--- config.mk ---
export PLATFORM = sky130hd
export DESIGN_NAME = keypad_entry_nd
export DESIGN_NICKNAME = d
export VERILOG_FILES = /design/src/rtl/keypad_pkg.sv /design/src/rtl/keypad_debounce_fsm.sv /design/src/rtl/keypad_entry_nd.sv
export SDC_FILE = /design/constraint.sdc
export NUM_CORES = 1
export LEC_CHECK = 0
export CAP_MARGIN = 20
export CORE_MARGIN = 5
export CORE_UTILIZATION = 55
export CTS_CLUSTER_DIAMETER = 50
export DETAILED_ROUTE_END_ITERATION = 10
export PLACE_DENSITY_LB_ADDON = 0.15
export SKIP_LAST_GASP = 1
export SLEW_MARGIN = 10
export SYNTH_ARGS = -nofsm -noshare
export SYNTH_HDL_FRONTEND = slang
export SYNTH_HIERARCHICAL = 1
export SYNTH_SLANG_ARGS = --single-unit
export TNS_END_PERCENT = 20
--- constraint.sdc ---
create_clock -name clk -period 3.3 [get_ports clk]
set_input_delay 0.66 -clock clk [delete_from_list [all_inputs] [get_ports clk]]
set_output_delay 0.66 -clock clk [all_outputs]
set_load 0.05 [all_outputs]
--- src/rtl/keypad_pkg.sv ---
// Shared types and helpers for the keypad entry front end:
// FSM state encoding, matrix dimensions and the row/column to hex key map.
package keypad_pkg;

  localparam int NUM_ROWS = 4;
  localparam int NUM_COLS = 4;

  typedef enum logic [1:0] {
    SCAN             = 2'd0,
    DEBOUNCE_PRESS   = 2'd1,
    HELD             = 2'd2,
    DEBOUNCE_RELEASE = 2'd3
  } kp_state_e;

  // Physical layout: rows 1 2 3 A / 4 5 6 B / 7 8 9 C / E 0 F D
  function automatic logic [3:0] keymap(input logic [1:0] row, input logic [1:0] col);
    logic [3:0] code;
    case ({row, col})
      4'h0:    code = 4'h1;
      4'h1:    code = 4'h2;
      4'h2:    code = 4'h3;
      4'h3:    code = 4'hA;
      4'h4:    code = 4'h4;
      4'h5:    code = 4'h5;
      4'h6:    code = 4'h6;
      4'h7:    code = 4'hB;
      4'h8:    code = 4'h7;
      4'h9:    code = 4'h8;
      4'hA:    code = 4'h9;
      4'hB:    code = 4'hC;
      4'hC:    code = 4'hE;
      4'hD:    code = 4'h0;
      4'hE:    code = 4'hF;
      4'hF:    code = 4'hD;
      default: code = 4'h0;
    endcase
    return code;
  endfunction

endpackage

--- src/rtl/keypad_debounce_fsm.sv ---
// Column scanner plus press/release debounce FSM. Freezes the column while a
// key is being qualified or held and emits a one-cycle key_valid with its code.
module keypad_debounce_fsm
  import keypad_pkg::*;
#(
  parameter int SCAN_DIV        = 1000,
  parameter int DEBOUNCE_CYCLES = 40000
) (
  input  logic       clk,
  input  logic       reset,
  input  logic [3:0] rows_i,
  output logic [3:0] keypad_vert_o,
  output logic       key_valid_o,
  output logic [3:0] key_code_o
);

  localparam int SCAN_W = $clog2(SCAN_DIV);
  localparam int DEB_W  = $clog2(DEBOUNCE_CYCLES);
  localparam logic [SCAN_W-1:0] SCAN_LAST = SCAN_W'(SCAN_DIV - 1);
  localparam logic [DEB_W-1:0]  DEB_LAST  = DEB_W'(DEBOUNCE_CYCLES - 1);

  kp_state_e         state_q, state_d;
  logic [1:0]        col_q, col_d;
  logic [1:0]        row_q, row_d;
  logic [SCAN_W-1:0] scan_cnt_q, scan_cnt_d;
  logic [DEB_W-1:0]  deb_cnt_q, deb_cnt_d;
  logic              key_valid_q, key_valid_d;
  logic [3:0]        key_code_q, key_code_d;

  logic              row_low_s;
  logic              any_low_s;
  logic [1:0]        low_row_s;

  assign row_low_s = ~rows_i[row_q];
  assign any_low_s = ~(&rows_i);

  always_comb begin
    low_row_s = 2'd3;
    if (!rows_i[0])      low_row_s = 2'd0;
    else if (!rows_i[1]) low_row_s = 2'd1;
    else if (!rows_i[2]) low_row_s = 2'd2;
    else                 low_row_s = 2'd3;
  end

  always_comb begin
    state_d     = state_q;
    col_d       = col_q;
    row_d       = row_q;
    scan_cnt_d  = scan_cnt_q;
    deb_cnt_d   = deb_cnt_q;
    key_valid_d = 1'b0;
    key_code_d  = key_code_q;
    case (state_q)
      SCAN: begin
        if (scan_cnt_q == SCAN_LAST) begin
          scan_cnt_d = '0;
          if (any_low_s) begin
            state_d   = DEBOUNCE_PRESS;
            row_d     = low_row_s;
            deb_cnt_d = '0;
          end else begin
            col_d = col_q + 2'd1;
          end
        end else begin
          scan_cnt_d = scan_cnt_q + SCAN_W'(1);
        end
      end
      DEBOUNCE_PRESS: begin
        if (row_low_s) begin
          if (deb_cnt_q == DEB_LAST) begin
            key_valid_d = 1'b1;
            key_code_d  = keymap(row_q, col_q);
            state_d     = HELD;
            deb_cnt_d   = '0;
          end else begin
            deb_cnt_d = deb_cnt_q + DEB_W'(1);
          end
        end else begin
          // Glitch: drop it and carry on scanning from the next column.
          state_d    = SCAN;
          col_d      = col_q + 2'd1;
          scan_cnt_d = '0;
          deb_cnt_d  = '0;
        end
      end
      HELD: begin
        if (!row_low_s) begin
          state_d   = DEBOUNCE_RELEASE;
          deb_cnt_d = '0;
        end else begin
          deb_cnt_d = '0;
        end
      end
      DEBOUNCE_RELEASE: begin
        if (!row_low_s) begin
          if (deb_cnt_q == DEB_LAST) begin
            state_d    = SCAN;
            col_d      = col_q + 2'd1;
            scan_cnt_d = '0;
            deb_cnt_d  = '0;
          end else begin
            deb_cnt_d = deb_cnt_q + DEB_W'(1);
          end
        end else begin
          state_d   = HELD;
          deb_cnt_d = '0;
        end
      end
      default: begin
        state_d = SCAN;
      end
    endcase
  end

  always_ff @(posedge clk or posedge reset) begin
    if (reset) begin
      state_q     <= SCAN;
      col_q       <= 2'd0;
      row_q       <= 2'd0;
      scan_cnt_q  <= '0;
      deb_cnt_q   <= '0;
      key_valid_q <= 1'b0;
      key_code_q  <= 4'h0;
    end else begin
      state_q     <= state_d;
      col_q       <= col_d;
      row_q       <= row_d;
      scan_cnt_q  <= scan_cnt_d;
      deb_cnt_q   <= deb_cnt_d;
      key_valid_q <= key_valid_d;
      key_code_q  <= key_code_d;
    end
  end

  assign keypad_vert_o = ~(4'b0001 << col_q);
  assign key_valid_o   = key_valid_q;
  assign key_code_o    = key_code_q;

endmodule

--- src/rtl/keypad_entry_nd.sv ---
// Keypad entry top: row synchroniser, NUM_DIGITS-deep digit shift register and
// the time-multiplexed display selector feeding a shared seven-segment decoder.
module keypad_entry_nd
  import keypad_pkg::*;
#(
  parameter int NUM_DIGITS      = 2,
  parameter int SCAN_DIV        = 1000,
  parameter int DEBOUNCE_CYCLES = 40000,
  parameter int REFRESH_DIV     = 192000
) (
  input  logic                    clk,
  input  logic                    reset,
  input  logic [3:0]              keypad_hori,
  input  logic                    clear,
  output logic [3:0]              keypad_vert,
  output logic                    key_valid,
  output logic [3:0]              key_code,
  output logic [4*NUM_DIGITS-1:0] digits,
  output logic [3:0]              display_digit,
  output logic [NUM_DIGITS-1:0]   digit_en
);

  localparam int IDX_W = (NUM_DIGITS > 1) ? $clog2(NUM_DIGITS) : 1;
  localparam int REF_W = (REFRESH_DIV > 1) ? $clog2(REFRESH_DIV) : 1;
  localparam logic [IDX_W-1:0] IDX_LAST = IDX_W'(NUM_DIGITS - 1);
  localparam logic [REF_W-1:0] REF_LAST = REF_W'(REFRESH_DIV - 1);

  logic [3:0]              sync1_q, sync2_q;
  logic [4*NUM_DIGITS-1:0] digits_q, digits_d;
  logic [REF_W-1:0]        ref_cnt_q, ref_cnt_d;
  logic [IDX_W-1:0]        idx_q, idx_d;

  keypad_debounce_fsm #(
    .SCAN_DIV        (SCAN_DIV),
    .DEBOUNCE_CYCLES (DEBOUNCE_CYCLES)
  ) u_fsm (
    .clk           (clk),
    .reset         (reset),
    .rows_i        (sync2_q),
    .keypad_vert_o (keypad_vert),
    .key_valid_o   (key_valid),
    .key_code_o    (key_code)
  );

  // clear has priority over an arriving key so a coincident press is dropped.
  always_comb begin
    digits_d = digits_q;
    if (clear) begin
      digits_d = '0;
    end else if (key_valid) begin
      digits_d[3:0] = key_code;
      for (int k = 1; k < NUM_DIGITS; k++) begin
        digits_d[4*k +: 4] = digits_q[4*(k-1) +: 4];
      end
    end else begin
      digits_d = digits_q;
    end
  end

  always_comb begin
    ref_cnt_d = ref_cnt_q;
    idx_d     = idx_q;
    if (ref_cnt_q == REF_LAST) begin
      ref_cnt_d = '0;
      if (idx_q == IDX_LAST) begin
        idx_d = '0;
      end else begin
        idx_d = idx_q + IDX_W'(1);
      end
    end else begin
      ref_cnt_d = ref_cnt_q + REF_W'(1);
    end
  end

  always_ff @(posedge clk or posedge reset) begin
    if (reset) begin
      sync1_q   <= 4'b1111;
      sync2_q   <= 4'b1111;
      digits_q  <= '0;
      ref_cnt_q <= '0;
      idx_q     <= '0;
    end else begin
      sync1_q   <= keypad_hori;
      sync2_q   <= sync1_q;
      digits_q  <= digits_d;
      ref_cnt_q <= ref_cnt_d;
      idx_q     <= idx_d;
    end
  end

  assign digits        = digits_q;
  assign digit_en      = NUM_DIGITS'(1'b1) << idx_q;
  assign display_digit = digits_q[{idx_q, 2'b00} +: 4];

endmodule
==> out/summary.txt <==
Synth warnings - 6
Vias in the first global route - 2651
HPWL Detailed - 4.92 mm
Fin util - 65.8%
Root buf cell - clkbuf_8
Syn_nets - 377
Number of buffers created by CTS - 9
Final setup violating endpoints - 0
Synth top area share - 43.5%
Worst-path maximum fanout - 6
Worst Tran Pin Value - 530 ps
Element type at the critical path start - register
DRC - 0
Primary FF master, synth - dfrtp_1
Die Area - 8430 um2
Drt first pass iters - 5
Cell count after placement - 457
Reg2reg start - u_fsm/deb_cnt_q[8]
Max VDD drop - 0.227 mV
Reg power frac - 54.5%
I/O pin count - 30
Total power - 1640 uW
Port Buf Inserts - 29
Cts hold-fix bufs - 0
CP Data Arrival Time - 2010 ps
Internal - 1290 uW
Antenna-violating nets left - 0
Tmin final - 2670 ps
CP most frequent cell - inv_1
Starting Density - 57.3%
Async SR Flop Fraction - 100%
Leakage - 0.00186 uW
Final Non-Filler Cells - 473
Die span in y - 91.8 um
Max_cap viols - 0
CP max stage delay - 800 ps
Crit path launch - u_fsm/col_q[0]
Htree depth - 3
Core ar. - 6420 um2
Placer congestion estimate - 0.832
Crit end category - primary output
Worst r2r dst - u_fsm/key_code_o[2]
Switching Power - 351 uW
Switching share of total power - 21.4%
Fin. Hold Viols - 0
Clock power frac - 43.6%
Clk_skew - 5.13 ps
Post-synthesis sequential area ratio - 49.2%
Post-Syn Area per Cell - 10.2 um2
Post-synth top cells - dfrtp_1 (64), nor2_1 (43), nand2_1 (27)
P&R area growth vs syn - 14.8%
Final wirelength - 6.95 mm
Fin crit share - 81.1%
Vias - 2706
Relative slew slack - 64.6%
Reg2reg setup slack - 930 ps
Initial antenna violation count - 0
FP Rows - 29
Critical path's slowest cell - clkdlybuf4s50_1
R2R cell count - 5
EDFF count, synth - 0
Worst path cell trace - inv_1, ha_1, inv_1, clkdlybuf4s50_1
Worst path required time - 2640 ps
Clk sinks - 72
CTS resizes - 0
Post-synthesis cell area - 3680 um2
Yosys cell types - 57
Iteration-0 DRC count of the detailed router - 142
Top post-synthesis cells by area - dfrtp_1 (44%), dfstp_2 (5.7%), nor2_1 (4.4%), mux2i_1 (3.3%), ha_1 (3.1%)
Max Clk Rate - 374 MHz
Cells after Synth - 361
Final #Nets - 407
Total track usage - 18.1%
Critical path type - reg -> out
Fin. max-slew vios - 0
Setup Buffers After CTS - 0
Largest net degree at the start of global routing - 38
Most common cell in the synthesized netlist - dfrtp_1
Critical Path End - keypad_vert[0]
Share of cells above drive strength 1 - 12.4%
FF/Latch Area - 1810 um2
WL/cell - 14.7 um
Grt ovf - 0
Worst hold path class - reg -> reg
CTS tree - built
Clock Latency Late Sink - 340 ps
Clk buf depth - 2
Setup TNS - 0 ps
Combinational power share - 1.9%
Area of the multi-input gates - 1730 um2
Die X - 91.8 um
Via density - 5.72
# fillers - 492
Outcome - completed
CTS clk-pin slew, worst paths - 70 ps
Ant. Diodes - 0
Synth area leader - dfrtp_1
Power per Cell Area - 389 nW/um2
Global-route wire length before repair - 12.5 mm
Flops & latches, synth - 72
Unrepaired setup endpoints after global routing - false
==> layer usage <==
layer	vias up	wire length (um)	global-route usage [%]
li1	1343	-	-
met1	1316	3310	24.7
met2	41	3280	28.5
met3	6	288	5.32
met4	0	78	4.95
met5	-	0	0
==> critical path, delay by kind of cell, from the launching register on <==
kind	cells	cell delay, ps
adder cells (fa/ha/maj)	1	220
buffers and inverters	3	1020
flip-flops	1	440
==> cell type report <==
class	instances	share of cell area, %
clock inverters	5	1.27
well taps	77	2.28
multi-input cells	259	40.9
flip-flops and latches	72	42.9
inverters	15	1.33
clock buffers	11	3.58
repair buffers	34	7.76
==> state kept, by name, summed over array words and instances, names as in the netlist, named ones only <==
name,cells
digits,8
idx_q,1
ref_cnt_q,18
sync1_q,4
sync2_q,4
u_fsm/col_q,2
u_fsm/deb_cnt_q,16
u_fsm/key_code_o,4
u_fsm/key_valid_o,1
u_fsm/row_q,2
u_fsm/scan_cnt_q,10
u_fsm/state_q,1
==> cells in the final DEF, fill, tap and decap left out, types with 9 or more instances in the layout <==
| cell type | Yosys | layout |
|---|---|---|
| nand3_1 | 16 | 16 |
| clkbuf_8 | 0 | 11 |
| xnor2_1 | 11 | 11 |
| a21oi_1 | 13 | 13 |
| clkdlybuf4s50_1 | 0 | 29 |
| ha_1 | 9 | 9 |
| xor2_1 | 11 | 11 |
| and3_1 | 9 | 9 |
| o21ai_0 | 11 | 11 |
| nor2_1 | 43 | 43 |
| nand2_1 | 27 | 27 |
| dfrtp_1 | 64 | 64 |
| nor3_1 | 10 | 10 |
| mux2i_1 | 12 | 12 |
| inv_1 | 15 | 15 |
==> stage by stage <==
step / setup slack (ps) / instance area (um2) / hold WS, ps
floorplan: 1100 / 3680 / 345
detailed placement: 934 / 4020 / 348
finish: 625 / 4220 / 357
global placement: 994 / 4020 / 346
global route: 514 / 4220 / 365
CTS: 606 / 4220 / 361
==> worst min path at each step <==
stage | from | end | slack (ps) | depth (start not counted)
floorplan | sync1_q[0] | sync2_q[0] | 350 | 0
global placement | sync1_q[1] | sync2_q[1] | 350 | 0
detailed placement | sync1_q[3] | sync2_q[3] | 350 | 0
CTS | sync1_q[1] | sync2_q[1] | 360 | 0
global route | sync1_q[1] | sync2_q[1] | 360 | 0
finish | sync1_q[3] | sync2_q[3] | 360 | 0
==> power by group through the flow <==
stage	Combinational [uW]	Sequential [uW]	Clock, uW
final	32.0	894	715
after global routing	37.8	895	774
after floorplan	18.3	910	0
after global placement	33.0	911	0
after detailed placement	33.5	911	0
after CTS	33.7	894	738
==> logic make-up (layout without fill, tap and decap cells) <==
logic type | after synthesis | after routing | share of synthesized area (%)
mux | 20 | 20 | 6.32
compound gates | 62 | 62 | 11.4
buf+inv | 30 | 65 | 3.87
xor+xnor | 22 | 22 | 5.23
fa+ha+maj | 9 | 9 | 3.06
flops | 72 | 72 | 49.2
simple gates | 146 | 146 | 20.9
Power figures use the tool's default switching activity.
